==> src/rtl/rst_seq_controller.sv <==
// Reset sequencer: holds all reset channels low, then releases them one by one,
// with a small register interface for software resets and reset-cause readback.

`ifndef RST_VA_WIDTH
`define RST_VA_WIDTH 8
`endif
`ifndef BUS_ACC_WIDTH
`define BUS_ACC_WIDTH 2
`endif
`ifndef BUS_ACC_1B
`define BUS_ACC_1B 2'd0
`endif
`ifndef BUS_WIDTH
`define BUS_WIDTH 32
`endif

module rst_seq_controller #(
   parameter int RST_WIDTH      = 4,
   parameter int HOLD_CYCLES    = 16,
   parameter int STAGGER_CYCLES = 4
) (
   input  logic                       clk,
   input  logic                       rst_ib,
   output logic [RST_WIDTH-1:0]       rst_ob,
   input  logic [`RST_VA_WIDTH-1:0]   addr,
   input  logic                       w_rb,
   input  logic [`BUS_ACC_WIDTH-1:0]  acc,
   output logic [`BUS_WIDTH-1:0]      rdata,
   input  logic [`BUS_WIDTH-1:0]      wdata,
   input  logic                       req,
   output logic                       resp,
   output logic                       fault,
   output logic [1:0]                 fsm_state
);

   localparam int MAXC = (HOLD_CYCLES > STAGGER_CYCLES) ? HOLD_CYCLES : STAGGER_CYCLES;
   localparam int CW   = $clog2(MAXC + 1);

   localparam logic [CW-1:0]             HOLD_LAST  = CW'(HOLD_CYCLES - 1);
   localparam logic [CW-1:0]             STAG_LAST  = CW'(STAGGER_CYCLES - 1);
   localparam logic [2:0]                LAST_CH    = 3'(RST_WIDTH - 1);
   localparam logic [`BUS_WIDTH-1:0]     WD_ALL     = `BUS_WIDTH'(RST_WIDTH);
   localparam logic [`RST_VA_WIDTH-1:0]  ADDR_RST   = '0;
   localparam logic [`RST_VA_WIDTH-1:0]  ADDR_STAT  = `RST_VA_WIDTH'(1);
   localparam logic [`RST_VA_WIDTH-1:0]  ADDR_CAUSE = `RST_VA_WIDTH'(2);

   localparam logic [1:0] CAUSE_EXT       = 2'd0;
   localparam logic [1:0] CAUSE_SW_ALL    = 2'd1;
   localparam logic [1:0] CAUSE_SW_SINGLE = 2'd2;

   typedef enum logic [1:0] {
      HOLD_ALL = 2'd0,
      STAGGER  = 2'd1,
      RUN      = 2'd2,
      SINGLE   = 2'd3
   } state_t;

   state_t                 state_q, state_d;
   logic [CW-1:0]          cnt_q, cnt_d;
   logic [2:0]             k_q, k_d, k_inc;
   logic [RST_WIDTH-1:0]   ob_q, ob_d;
   logic [1:0]             cause_q, cause_d;
   logic [2:0]             cause_ch_q, cause_ch_d;
   logic [1:0]             sync_q;
   logic                   rst_sync;
   logic                   invalid, acc_ok, sw_all, sw_single;
   logic [7:0]             stat_val, cause_val;
   logic [`BUS_WIDTH-1:0]  rd_val, rdata_q;
   logic                   resp_q;

   // Release of rst_ib is synchronized; assertion stays asynchronous.
   always_ff @(posedge clk or negedge rst_ib) begin
      if (!rst_ib) sync_q <= 2'b00;
      else         sync_q <= {sync_q[0], 1'b1};
   end
   assign rst_sync = sync_q[1];

   // Bus handshake: req is a one-cycle strobe; fault answers combinationally in
   // that cycle, and an accepted access gets resp (with rdata) on the next cycle.
   always_comb begin
      invalid = 1'b0;
      if (addr > ADDR_CAUSE)                   invalid = 1'b1;
      if (acc != `BUS_ACC_1B)                  invalid = 1'b1;
      if (w_rb && (addr != ADDR_RST))          invalid = 1'b1;
      if (!w_rb && (addr == ADDR_RST))         invalid = 1'b1;
      if (w_rb && (addr == ADDR_RST) && ((wdata > WD_ALL) || (state_q != RUN)))
         invalid = 1'b1;
   end

   assign fault     = req & invalid;
   assign acc_ok    = req & ~invalid;
   assign sw_all    = acc_ok & w_rb & (wdata == WD_ALL);
   assign sw_single = acc_ok & w_rb & (wdata < WD_ALL);

   always_comb begin
      stat_val = '0;
      for (int i = 0; i < RST_WIDTH; i++) stat_val[i] = ~ob_q[i];
   end
   assign cause_val = {1'b0, cause_ch_q, 2'b00, cause_q};

   always_comb begin
      rd_val = '0;
      if (addr == ADDR_STAT)  rd_val = `BUS_WIDTH'(stat_val);
      if (addr == ADDR_CAUSE) rd_val = `BUS_WIDTH'(cause_val);
   end

   always_ff @(posedge clk or negedge rst_ib) begin
      if (!rst_ib) begin
         resp_q  <= 1'b0;
         rdata_q <= '0;
      end else begin
         resp_q  <= acc_ok;
         rdata_q <= (acc_ok && !w_rb) ? rd_val : '0;
      end
   end
   assign resp  = resp_q;
   assign rdata = rdata_q;

   always_ff @(posedge clk or negedge rst_ib) begin
      if (!rst_ib) begin
         state_q    <= HOLD_ALL;
         cnt_q      <= '0;
         k_q        <= '0;
         ob_q       <= '0;
         cause_q    <= CAUSE_EXT;
         cause_ch_q <= '0;
      end else begin
         state_q    <= state_d;
         cnt_q      <= cnt_d;
         k_q        <= k_d;
         ob_q       <= ob_d;
         cause_q    <= cause_d;
         cause_ch_q <= cause_ch_d;
      end
   end

   always_comb begin
      state_d    = state_q;
      cnt_d      = cnt_q;
      k_d        = k_q;
      ob_d       = ob_q;
      cause_d    = cause_q;
      cause_ch_d = cause_ch_q;
      k_inc      = k_q + 3'd1;
      case (state_q)
         HOLD_ALL: begin
            if (rst_sync) begin
               if (cnt_q == HOLD_LAST) begin
                  cnt_d   = '0;
                  k_d     = '0;
                  ob_d[0] = 1'b1;
                  state_d = (RST_WIDTH == 1) ? RUN : STAGGER;
               end else begin
                  cnt_d = cnt_q + 1'b1;
               end
            end
         end
         STAGGER: begin
            if (cnt_q == STAG_LAST) begin
               cnt_d = '0;
               k_d   = k_inc;
               for (int i = 0; i < RST_WIDTH; i++)
                  if (k_inc == 3'(i)) ob_d[i] = 1'b1;
               if (k_inc == LAST_CH) state_d = RUN;
            end else begin
               cnt_d = cnt_q + 1'b1;
            end
         end
         RUN: begin
            if (sw_all) begin
               ob_d    = '0;
               cnt_d   = '0;
               k_d     = '0;
               cause_d = CAUSE_SW_ALL;
               state_d = HOLD_ALL;
            end else if (sw_single) begin
               // k holds the channel being held for the SINGLE phase.
               for (int i = 0; i < RST_WIDTH; i++)
                  if (wdata[2:0] == 3'(i)) ob_d[i] = 1'b0;
               cnt_d      = '0;
               k_d        = wdata[2:0];
               cause_d    = CAUSE_SW_SINGLE;
               cause_ch_d = wdata[2:0];
               state_d    = SINGLE;
            end
         end
         SINGLE: begin
            if (cnt_q == HOLD_LAST) begin
               for (int i = 0; i < RST_WIDTH; i++)
                  if (k_q == 3'(i)) ob_d[i] = 1'b1;
               cnt_d   = '0;
               state_d = RUN;
            end else begin
               cnt_d = cnt_q + 1'b1;
            end
         end
         default: state_d = HOLD_ALL;
      endcase
   end

   assign rst_ob    = ob_q;
   assign fsm_state = state_q;

endmodule

==> config.mk <==
export PLATFORM = sky130hd
export DESIGN_NAME = rst_seq_controller
export DESIGN_NICKNAME = d
export VERILOG_FILES = /design/src/rtl/rst_seq_controller.sv
export SDC_FILE = /design/constraint.sdc
export NUM_CORES = 1
export LEC_CHECK = 0
export BUFFER_PORTS_ARGS = -buffer_cell sky130_fd_sc_hd__buf_4
export CAP_MARGIN = 40
export CELL_PAD_IN_SITES_DETAIL_PLACEMENT = 1
export CELL_PAD_IN_SITES_GLOBAL_PLACEMENT = 2
export CORE_MARGIN = 2
export CORE_UTILIZATION = 29
export CTS_CLUSTER_DIAMETER = 30
export DETAILED_ROUTE_END_ITERATION = 8
export GPL_TIMING_DRIVEN = 0
export PLACE_DENSITY_LB_ADDON = 0.1
export SKIP_CTS_REPAIR_TIMING = 1
export SLEW_MARGIN = 25
export SYNTH_ARGS = -nofsm -noshare
export SYNTH_HDL_FRONTEND = slang
export SYNTH_SLANG_ARGS = --single-unit
==> constraint.sdc <==
create_clock -name clk -period 6.4 [get_ports clk]
set_input_delay 0.64 -clock clk [delete_from_list [all_inputs] [get_ports clk]]
set_output_delay 0.64 -clock clk [all_outputs]
set_load 0.1 [all_outputs]
==> impl_results.md <==
- Initial Util: 0.299
- Fin util: 0.412
- N_diodes: 0
- CTS buffer count: 5
- Worst-margin pin slew: 0.625 ns
- Worst setup slack after layout: 3.30 ns
- Final Hold Vio Count: 0
- Placed cells: 382
- Antenna violations before repair: 0
- # setup viols final: 0
- Max-Cap Viols: 0
- Sequential area share after synthesis: 0.359
- Largest net degree at the start of global routing: 30
- Flop-to-flop setup slack: 3.60 ns
- Via/cell ratio: 4.63
- Detailed placement HPWL: 4150 um
- Post-synth EDFFs: 0
- P_leak: 1.46 nW
- Iter 0 DRT Violations: 66
- DIE AREA: 7660 sq um
- Vias in the first global route: 1820
- Vias: 1805
- Worst min path class: input pin to asynchronous set/reset pin
- WP data required: 5.76 ns
- Final ANT Viol Nets: 0
- IO Pins: 86
- Final Max Tran Viols: 0
- Reg2reg end: cause_ch_q[1]
- H-Tree Depth: 2
- Status: complete, no violations
- Root Buffer: clkbuf_8
- DRC: 0
- Non-filler instance count after layout: 390
- Crit path buffers/inverters: 3
- CP startpoint kind: register
- Crit-path max FO: 10
- Number of synthesized register bits: 29
- Total power: 0.503 mW
- TritonCTS Sinks: 29
- Sequential power share: 0.366
- Port bufs: 60
- Clk buf depth: 2
- Worst EP arrival: 2.46 ns
- Unrepaired setup endpoints after global routing: no
- Nets: 369
- Area grow syn2layout: 37.6%
- Synth Instances: 218
- Pwr/cell area: 181 nW/um^2
- FFs w/ async S/R, synth: 1.00
- Min cycle time layout: 3.10 ns
- Worst Clk Skew: 0.00588 ns
- Worst rel slew slack: 0.583
- Primary FF master, synth: dfrtp_1
- Internal power: 0.343 mW
- Detailed Routing Iterations Pass 1: 4
- Gr usage total: 0.146
- Clk pwr share: 0.401
- Setup TNS: 0 ns
- Mapped cell area: 2020 sq um
- Share of total power in combinational logic: 0.233
- FF-to-FF path depth: 8
- Total stage count of the critical path: 8
- Total Wirelength: 5210 um
- Slowest CP cell: clkbuf_1
- Critical path's top delay family: buffers and inverters
- Die H: 87.5 um
- Routed WL per cell: 13.3 um
- Synth Warn #: 0
- Core ar.: 6760 sq um
- Placer Congestion: 0.734
- Syn Area/Cell: 9.27 sq um
- Switch Pwr: 0.160 mW
- Pre-CTS WS: 3.53 ns
- Crit share post-route: 0.484
- CTS tree: built
- Layout cells sized above 1: 0.352
- CP peak stage delay: 0.48 ns
- First-pass GRT wire length: 8670 um
- Die Span X: 87.5 um
- Crit-path cells: inv_1 -> ha_1 -> clkbuf_1 -> nand3_1 -> nor4_4 -> o21ai_0 -> and2_1 -> buf_4
- Site row count: 30
- Max Fclk: 0.323 GHz
- Sw frac: 0.318
- GR Overflow Total: 0
- WS Path Type: register to output port
- Crit Reg-Reg Startpoint: fsm_state[0]
- Synth unique cells: 43
- Peak supply drop: 0.0710 mV
- Clk slew on worst S/H paths: 0.07 ns
- Endpoint type of the worst setup path: output port
- Worst-skew pair later-pin latency: 0.28 ns
[cell type report]
class                           count  area [sq um]
Buffer                             26           191
Clock buffer                        6          82.6
Clock inverter                      2          37.5
Fill cell                         814          3970
Inverter                           18          67.6
Multi-Input combinational cell    169          1130
Sequential cell                    29           726
Tap cell                           80           100
Timing Repair Buffer               60           450
[per-stage QoR]
stage,hold WS (ns),area (sq um)
floorplan,0.331,2110
global placement,0.333,2660
detailed placement,0.346,2660
CTS,0.287,2780
global route,0.292,2780
finish,0.276,2780
[layer usage]
metal	vias to the layer above	track usage	share of wire
li1	894	-	-
met1	837	0.194	0.47
met2	68	0.222	0.43
met3	6	0.0474	0.085
met4	0	0.0503	0.015
met5	-	0	0
[worst register-to-register path, delay by kind of cell (launching register included)]
| kind | cells | cell delay, ns |
|---|---|---|
| mux | 1 | 0.32 |
| buf+inv | 2 | 0.62 |
| simple gates | 3 | 1.02 |
| compound gates | 1 | 0.15 |
| flops | 1 | 0.42 |
| fa+ha+maj | 1 | 0.16 |
[how the worst max path moves through the flow]
stage,start,to
2_1_floorplan,fsm_state[0],fault
3_3_place_gp,wdata[21],fault
3_5_place_dp,wdata[21],cause_ch_q[1]
4_1_cts,fsm_state[0],fault
5_1_grt,fsm_state[0],fault
6_report,fsm_state[0],fault
[Yosys cell counts (all sizes together), types with 4 or more instances]
library cell / instances / area share
dfrtp: 29 / 0.36
buf: 25 / 0.093
inv: 18 / 0.033
nand2: 18 / 0.033
ha: 14 / 0.087
o21ai: 13 / 0.032
nor2: 12 / 0.022
nor4: 9 / 0.054
nand3: 8 / 0.020
a21oi: 7 / 0.017
nand2b: 5 / 0.015
nor3: 5 / 0.012
a211oi: 4 / 0.015
and3: 4 / 0.012
mux2i: 4 / 0.020
nand4: 4 / 0.019
nor2b: 4 / 0.012
[sequential cells by signal, summed over array words and instances (netlist names)]
signal / count
cause_ch_q: 3
cause_q: 2
cnt_q: 5
fsm_state: 2
k_q: 3
rdata: 7
resp: 1
rst_ob: 4
sync_q: 2
[power groups by stage]
stage,registers [mW],logic [mW],clock network [mW]
after floorplan,0.188,0.0858,0
after global placement,0.188,0.117,0
final,0.184,0.117,0.202
after detailed placement,0.188,0.117,0
after global routing,0.184,0.123,0.218
after CTS,0.184,0.117,0.209
[layout by cell type (no fill, tap or decap), drive strengths merged, types with 5 or more instances in the layout]
cell type / netlist / layout
buf: 25 / 85
dfrtp: 29 / 29
conb: 2 / 26
inv: 18 / 18
nand2: 18 / 18
ha: 14 / 14
o21ai: 13 / 13
nor2: 12 / 12
nor4: 9 / 9
nand3: 8 / 8
a21oi: 7 / 7
clkbuf: 1 / 7
nor3: 5 / 5
nand2b: 5 / 5
[cells by family after synthesis]
logic type      after synthesis  synth area share
fa+ha+maj                    14            0.0866
simple gates                 82             0.248
buf+inv                      44             0.128
flops                        29             0.359
compound gates               40             0.134
other cells                   2           0.00371
mux                           7            0.0402
Power figures use the tool's default switching activity.
